## src/rtl/intr_ctrl.sv

```systemverilog
// Priority interrupt controller: up to 8 level/edge sources, fixed lowest-index
// priority, request/service handshake with the core and EOI-based completion.
module intr_ctrl #(
  parameter int NUM_SRC = 8
) (
  input  logic               clk,
  input  logic               rst_n,
  input  logic               sel,
  input  logic [2:0]         addr,
  input  logic [31:0]        wdata,
  input  logic               wen,
  output logic [31:0]        rdata,
  input  logic [NUM_SRC-1:0] irq_src,
  output logic               int_req,
  output logic [2:0]         int_id,
  input  logic               int_ack
);

  localparam logic [2:0] ADDR_ENABLE   = 3'b000;
  localparam logic [2:0] ADDR_PENDING  = 3'b001;
  localparam logic [2:0] ADDR_EDGE_SEL = 3'b010;
  localparam logic [2:0] ADDR_CLAIM    = 3'b011;
  localparam logic [2:0] ADDR_EOI      = 3'b100;

  // Internal vectors are always 8 bits wide; bits at or above NUM_SRC stay 0.
  localparam logic [7:0] SRC_MASK = 8'((9'd1 << NUM_SRC) - 9'd1);

  typedef enum logic [1:0] {
    ST_IDLE    = 2'd0,
    ST_REQ     = 2'd1,
    ST_SERVICE = 2'd2
  } state_t;

  function automatic logic [2:0] lowest_idx(input logic [7:0] vec);
    logic [2:0] idx;
    idx = 3'd0;
    for (int i = 7; i >= 0; i--) begin
      if (vec[i]) begin
        idx = 3'(i);
      end else begin
        idx = idx;
      end
    end
    return idx;
  endfunction

  logic [7:0]  irq_ext_s;
  logic [7:0]  src_q;
  logic [7:0]  src_qq;
  logic [7:0]  enable_r;
  logic [7:0]  edge_sel_r;
  logic [7:0]  pending_r;
  logic [7:0]  pending_next_s;
  logic [7:0]  set_s;
  logic [7:0]  w1c_s;
  logic [7:0]  ack_clr_s;
  logic [7:0]  active_src_s;
  state_t      state_r;
  state_t      state_next_s;
  logic [2:0]  int_id_r;
  logic [2:0]  id_next_s;
  logic        int_req_r;
  logic [31:0] rdata_r;
  logic [31:0] rd_mux_s;
  logic        wr_en_s;
  logic        wr_enable_s;
  logic        wr_pending_s;
  logic        wr_edge_sel_s;
  logic        wr_eoi_s;
  logic        unused_wdata_s;

  assign wr_en_s        = sel & wen;
  assign wr_enable_s    = wr_en_s & (addr == ADDR_ENABLE);
  assign wr_pending_s   = wr_en_s & (addr == ADDR_PENDING);
  assign wr_edge_sel_s  = wr_en_s & (addr == ADDR_EDGE_SEL);
  assign wr_eoi_s       = wr_en_s & (addr == ADDR_EOI);
  assign unused_wdata_s = ^wdata[31:8];
  assign active_src_s   = pending_r & enable_r;

  assign rdata   = rdata_r;
  assign int_req = int_req_r;
  assign int_id  = int_id_r;

  // Zero-extend the source lines to the internal 8-bit width.
  always_comb begin
    irq_ext_s = 8'd0;
    irq_ext_s[NUM_SRC-1:0] = irq_src;
  end

  // Two-stage source sampling for synchronisation and edge detection.
  always_ff @(posedge clk or negedge rst_n) begin
    if (!rst_n) begin
      src_q  <= 8'd0;
      src_qq <= 8'd0;
    end else begin
      src_q  <= irq_ext_s & SRC_MASK;
      src_qq <= src_q;
    end
  end

  // Configuration registers.
  always_ff @(posedge clk or negedge rst_n) begin
    if (!rst_n) begin
      enable_r   <= 8'd0;
      edge_sel_r <= 8'd0;
    end else begin
      if (wr_enable_s) begin
        enable_r <= wdata[7:0] & SRC_MASK;
      end else begin
        enable_r <= enable_r;
      end
      if (wr_edge_sel_s) begin
        edge_sel_r <= wdata[7:0] & SRC_MASK;
      end else begin
        edge_sel_r <= edge_sel_r;
      end
    end
  end

  // Pending next-state: level bits track src_q, edge bits latch with set-over-clear.
  always_comb begin
    set_s = src_q & ~src_qq & edge_sel_r;
    if (wr_pending_s) begin
      w1c_s = wdata[7:0];
    end else begin
      w1c_s = 8'd0;
    end
    if ((state_r == ST_REQ) && int_ack) begin
      ack_clr_s = 8'd1 << int_id_r;
    end else begin
      ack_clr_s = 8'd0;
    end
    pending_next_s = ((edge_sel_r & ((pending_r & ~(w1c_s | ack_clr_s)) | set_s))
                     | (~edge_sel_r & src_q)) & SRC_MASK;
  end

  // Pending register.
  always_ff @(posedge clk or negedge rst_n) begin
    if (!rst_n) begin
      pending_r <= 8'd0;
    end else begin
      pending_r <= pending_next_s;
    end
  end

  // Request/service FSM next-state and id selection.
  always_comb begin
    state_next_s = state_r;
    id_next_s    = int_id_r;
    case (state_r)
      ST_IDLE: begin
        if (|active_src_s) begin
          state_next_s = ST_REQ;
          id_next_s    = lowest_idx(active_src_s);
        end else begin
          state_next_s = ST_IDLE;
        end
      end
      ST_REQ: begin
        if (int_ack) begin
          state_next_s = ST_SERVICE;
        end else begin
          state_next_s = ST_REQ;
        end
      end
      ST_SERVICE: begin
        if (wr_eoi_s && (wdata[2:0] == int_id_r)) begin
          state_next_s = ST_IDLE;
        end else begin
          state_next_s = ST_SERVICE;
        end
      end
      default: begin
        state_next_s = ST_IDLE;
        id_next_s    = 3'd0;
      end
    endcase
  end

  // FSM state, latched id and registered request output.
  always_ff @(posedge clk or negedge rst_n) begin
    if (!rst_n) begin
      state_r   <= ST_IDLE;
      int_id_r  <= 3'd0;
      int_req_r <= 1'b0;
    end else begin
      state_r   <= state_next_s;
      int_id_r  <= id_next_s;
      int_req_r <= (state_next_s == ST_REQ);
    end
  end

  // Register read multiplexer.
  always_comb begin
    rd_mux_s = 32'd0;
    case (addr)
      ADDR_ENABLE:   rd_mux_s = {24'd0, enable_r};
      ADDR_PENDING:  rd_mux_s = {24'd0, pending_r};
      ADDR_EDGE_SEL: rd_mux_s = {24'd0, edge_sel_r};
      ADDR_CLAIM:    rd_mux_s = {(state_r != ST_IDLE), 28'd0, int_id_r};
      default:       rd_mux_s = 32'd0;
    endcase
  end

  // Read data register: loads while selected, holds otherwise.
  always_ff @(posedge clk or negedge rst_n) begin
    if (!rst_n) begin
      rdata_r <= 32'd0;
    end else if (sel) begin
      rdata_r <= rd_mux_s;
    end else begin
      rdata_r <= rdata_r;
    end
  end

endmodule

```

## config.mk

```make
export PLATFORM = sky130hd
export DESIGN_NAME = intr_ctrl
export DESIGN_NICKNAME = d
export VERILOG_FILES = /design/src/rtl/intr_ctrl.sv
export SDC_FILE = /design/constraint.sdc
export NUM_CORES = 1
export LEC_CHECK = 0
export BUFFER_PORTS_ARGS = -buffer_cell sky130_fd_sc_hd__buf_2
export CORE_MARGIN = 2
export CORE_UTILIZATION = 30
export CTS_CLUSTER_SIZE = 40
export DETAILED_ROUTE_END_ITERATION = 12
export PLACE_DENSITY = 0.63
export SETUP_SLACK_MARGIN = 0.5
export SLEW_MARGIN = 10
export SYNTH_ARGS = -nofsm -noshare
export SYNTH_HDL_FRONTEND = slang
export SYNTH_SLANG_ARGS = --single-unit
```

## constraint.sdc

```tcl
create_clock -name clk -period 2.2 [get_ports clk]
set_clock_uncertainty 0.2 [all_clocks]
set_input_delay 0.11 -clock clk [delete_from_list [all_inputs] [get_ports clk]]
set_output_delay 0.11 -clock clk [all_outputs]
set_load 0.01 [all_outputs]
```

## After elaboration in Yosys (flattened, before gate mapping)

Cells that the tools add are included.
Widths: inputs -> output; s select.

| storage, ports and cells | value |
|---|---|
| memories | 0 |
| register bits after elaboration | 78 |
| memory bits (read-only) | 0 |
| memory bits (writable) | 0 |
| bits in latches | 0 |

| cells by class | value |
|---|---|
| order comparisons | 0 |
| bitwise logic cells | 18 |
| eq/ne operators | 9 |
| add/subtract/negate cells | 0 |
| multiplexer cells | 17 |
| multipliers | 0 |
| shifts and indexed selects | 1 |
| reduce and logical (&&, ||, !) cells | 8 |
| divide/modulo/power cells | 0 |

Operator list:

| operator | number |
|---|---|
| $pmux 32 s4 | 1 |
| $and 8x8->8 | 6 |
| $mux 3 | 9 |
| $not 8->8 | 3 |
| $or 8x8->8 | 3 |
| $mux 8 | 2 |
| $reduce_or 8->1 | 1 |
| $shl 1x3->8 const A | 1 |
| $eq 3x2->1 const B | 2 |
| $pmux 2 s3 | 1 |
| $pmux 3 s2 | 1 |
| $and 1x1->1 | 5 |
| $eq 2x1->1 const B | 2 |
| $mux 2 | 2 |
| $eq 3x1->1 const B | 1 |
| $eq 3x3->1 | 1 |
| $eq 3x3->1 const B | 1 |
| $logic_not 3->1 | 1 |
| $eq 2x2->1 const B | 1 |
| $logic_and 1x1->1 | 2 |
| $logic_not 2->1 | 1 |
| $ne 2x2->1 const B | 1 |
| $reduce_and 2->1 | 1 |
| $reduce_bool 2->1 | 1 |
| 3 further kinds | 3 |

## Longest topological paths before layout

| logic depth | value |
|---|---|
| word-level depth | 11 |
| mapped depth | 6 |
| mapped depth without buffers | 6 |

## Least setup slack after synthesis

No wires, ideal clock.

| path | value |
|---|---|
| path kind | register to register |
| from | register state_r[0] |
| to | register state_r[1] |
| cell stages (with the launch flop) | 6 |
| slack | 233 ps |
| path buffers | 0 |
| arrival time | 1647 ps |
| period minus slack after synthesis | 1967 ps |
| cells stage by stage | dfrtp_1 > ha_1 > and2_1 > or4_1 > o32a_1 > nor2b_1 |

| on the way | value |
|---|---|
| longest elaborated chain between the ends | 2 |
| elaborated cells between the ends (all ways) | 4 |
| those cells by class | eq/ne: 2; mux: 1; reduce/logical: 1 |

RTL lines:

| item | RTL line | text |
|---|---|---|
| from (decl) | 58 | `state_t state_r;` |
| from (signal assigned) | 187 | `state_r <= state_next_s;` |
| $eq 2x2->1, or another cell as far along | 150 | `case (state_r)` |
| $pmux 2 s3 (*) | 150 |  |
| net state_next_s[1] | 59 | `state_t state_next_s;` |

The timed path passes the listed nets; every way through them passes the cells marked *.
A chain may end at the register's enable or synchronous reset.

## Worst setup path in the final report

| path | value |
|---|---|
| from | register state_r[1] |
| to | register state_r[1] |

Same word-level chain as after synthesis.

==> flow_summary.toml <==
[layout]
mostFrequentLayoutCell = "dfrtp_1"
area_growth_pct = 23.7
final_cell_mix = "55 x dfrtp_1, 36 x buf_2, 27 x nand2_1"
layout.nets = 347
n_fill_cell = 866
fin_area_mm2 = 0.00327
diodes = 0
drive_gt1_frac = 0.304
fin_cells = 404

[synthesis]
synth_edf_count = 0
synth-seq-area-share = 0.521
ys_async_sr_fraction = 1.00
synth_ff_type = "dfrtp_1"
synthDistinctLibCells = 41
yosysWarningCount = 0
syn_inst = 232
synth_area_mm2 = 0.00264
synth-seq-cells = 55
synth_area_per_cell_um2 = 11.4

[route]
wire_per_inst_um = 14.2
num_vias = 1903
vias_per_cell = 4.71
drc = 0
postRouteAntennaNets = 0
routed_wl_mm = 5.73
firstDrtPassIters = 4
drt_iter0_markers = 127

[cts]
cts_sinks = 55
cts_buffers = 5
cts_tree = "done"
clk_pin_slew_ps = 90
cts_max_path_buffers = 2
root_buffer = "clkbuf_8"
htreeDepth = 2
clkLatencyLatePin_ps = 310

[die]
die_area_mm2 = 0.00957
die_h_um = 97.8
rows = 34
die_w_um = 97.8
initial_core_util = 0.306
core_mm2 = 0.00864
pin_count = 84

[sta]
relSlewSlack = 0.573
post-route-min-period_ps = 1900
setup_viol = 0
worstMarginPinSlew_ps = 641
period_share = 0.866
rsz0062_at_grt = "true"
fmaxAchievable_mhz = 525
setup_tns_ps = 0
hold_viol = 0
slew_violations = 0

[job]
max_cap_viol_count = 0

[critical_path]
crit_arrival_ps = 1910
critPathCaptureType = "register"
path_class = "register to register"
path_max_fanout = 2
cp.required_ps = 2200
r2r_setup_slack_ps = 300
crit_path_start_kind = "register"

[grt]
grt_use_total = 0.124
grt.overflow.total = 0
grt_pass1_wl_mm = 9.55
antenna_found_initial = 0
grt_pass1_vias = 1851
grt_max_degree = 29

[pwr]
p_per_area_mw_per_mm2 = 891
peakVddDrop_v = 0.000301
p_total_mw = 2.91
p_leak_nw = 1.53

[placement]
postPlaceCellArea_mm2 = 0.00288
port_buffers = 36
dp.cells = 372
place_congestion = 0.888
hpwlAfterDp_mm = 4.15

[status]
status = "complete, no violations"

[hold_path]
hold_path.class = "primary input to register"
==> worst paths after layout <==
path / start / cells after the start / end
setup reg to reg: state_r[1] / 6 / state_r[1]
hold reg to reg: src_q[2] / 0 / src_qq[2]
setup / recovery: state_r[1] / 6 / state_r[1]
max in group asynchronous: rst_n / 3 / int_id[0]
hold / removal: addr[2] / 3 / rdata[31]
min in group asynchronous: rst_n / 2 / pending_r[1]
==> synthesized netlist by cell type (all sizes together), types with 2 or more instances <==
| cell | instances | area (um^2) |
|---|---|---|
| dfrtp | 55 | 1380 |
| nand2 | 28 | 108 |
| buf | 26 | 186 |
| mux2 | 16 | 180 |
| inv | 15 | 56.3 |
| a21oi | 9 | 45.0 |
| o22ai | 9 | 56.3 |
| nor2 | 8 | 30.0 |
| a221oi | 7 | 61.3 |
| a21o | 6 | 45.0 |
| mux2i | 5 | 50.1 |
| nor2b | 5 | 31.3 |
| a22oi | 4 | 30.0 |
| clkbuf | 4 | 16.3 |
| ha | 4 | 50.1 |
| mux4 | 3 | 67.6 |
| nand2b | 3 | 18.8 |
| a22o | 2 | 17.5 |
| a31oi | 2 | 12.5 |
| a32oi | 2 | 17.5 |
| nor4b | 2 | 38.8 |
| o22a | 2 | 17.5 |
| xnor2 | 2 | 17.5 |
==> where the power goes <==
group / switching [mW] / internal [mW]
Clock: 0.321 / 0.223
Combinational: 0.474 / 0.485
Sequential: 0.213 / 1.19
==> routing by layer <==
layer	track usage	routed length, um	vias to the layer above
li1	-	-	896
met1	0.172	2620	935
met2	0.197	2750	69
met3	0.0301	350	3
met4	0.0310	20	0
met5	0	0	-
==> critical path, stage by stage, from the launching register on <==
cell     delay, ps
dfrtp_1        390
inv_2           60
ha_4           150
and2_4         130
or4_4          410
o32a_1         330
nor2b_4        130
==> cells by family (layout without fill, tap and decap cells) <==
logic type	count (synthesis)	count (layout)	share of synthesized area
xor gates and xnor gates	3	3	0.00995
buffers and inverters	45	87	0.0981
DFF	55	55	0.521
and+or+nand+nor	53	53	0.109
muxes	24	24	0.113
other	1	23	0.00142
adders and majority gates	4	4	0.0189
AOI/OAI and AO/OA	47	47	0.129
==> state kept, by name (all words and copies together), names as in the netlist <==
register,cells
src_qq,8
int_id,3
rdata,9
int_req,1
pending_r,8
src_q,8
enable_r,8
edge_sel_r,8
state_r,2
==> area by class of cell <==
type	instances	area, um^2	area share
clock buffer	6	72.6	0.0222
clock inverter	2	12.5	0.00383
inverter	15	56.3	0.0172
multi-input combinational	154	1160	0.356
sequential	55	1380	0.421
tap	108	135	0.0414
timing repair buffer	64	450	0.138
==> through the flow <==
stage          worst slack (ps)   util  hold WS (ps)
2_1_floorplan               262      -          -386
3_3_place_gp                169  0.334         -26.9
3_5_place_dp                143  0.334         -19.2
4_1_cts                     242  0.373          26.1
5_1_grt                     235  0.378          48.1
6_report                    296  0.378          23.4
==> what timing repair did <==
item	in CTS	in global routing
endpoints found under the setup margin	6	12
hold buffers	19	0
endpoints found under the hold margin	69	0
buffers inserted	5	0
gates cloned	0	0
pin swaps	3	4
resized for setup	5	10
(Power assumes the default switching activity.)
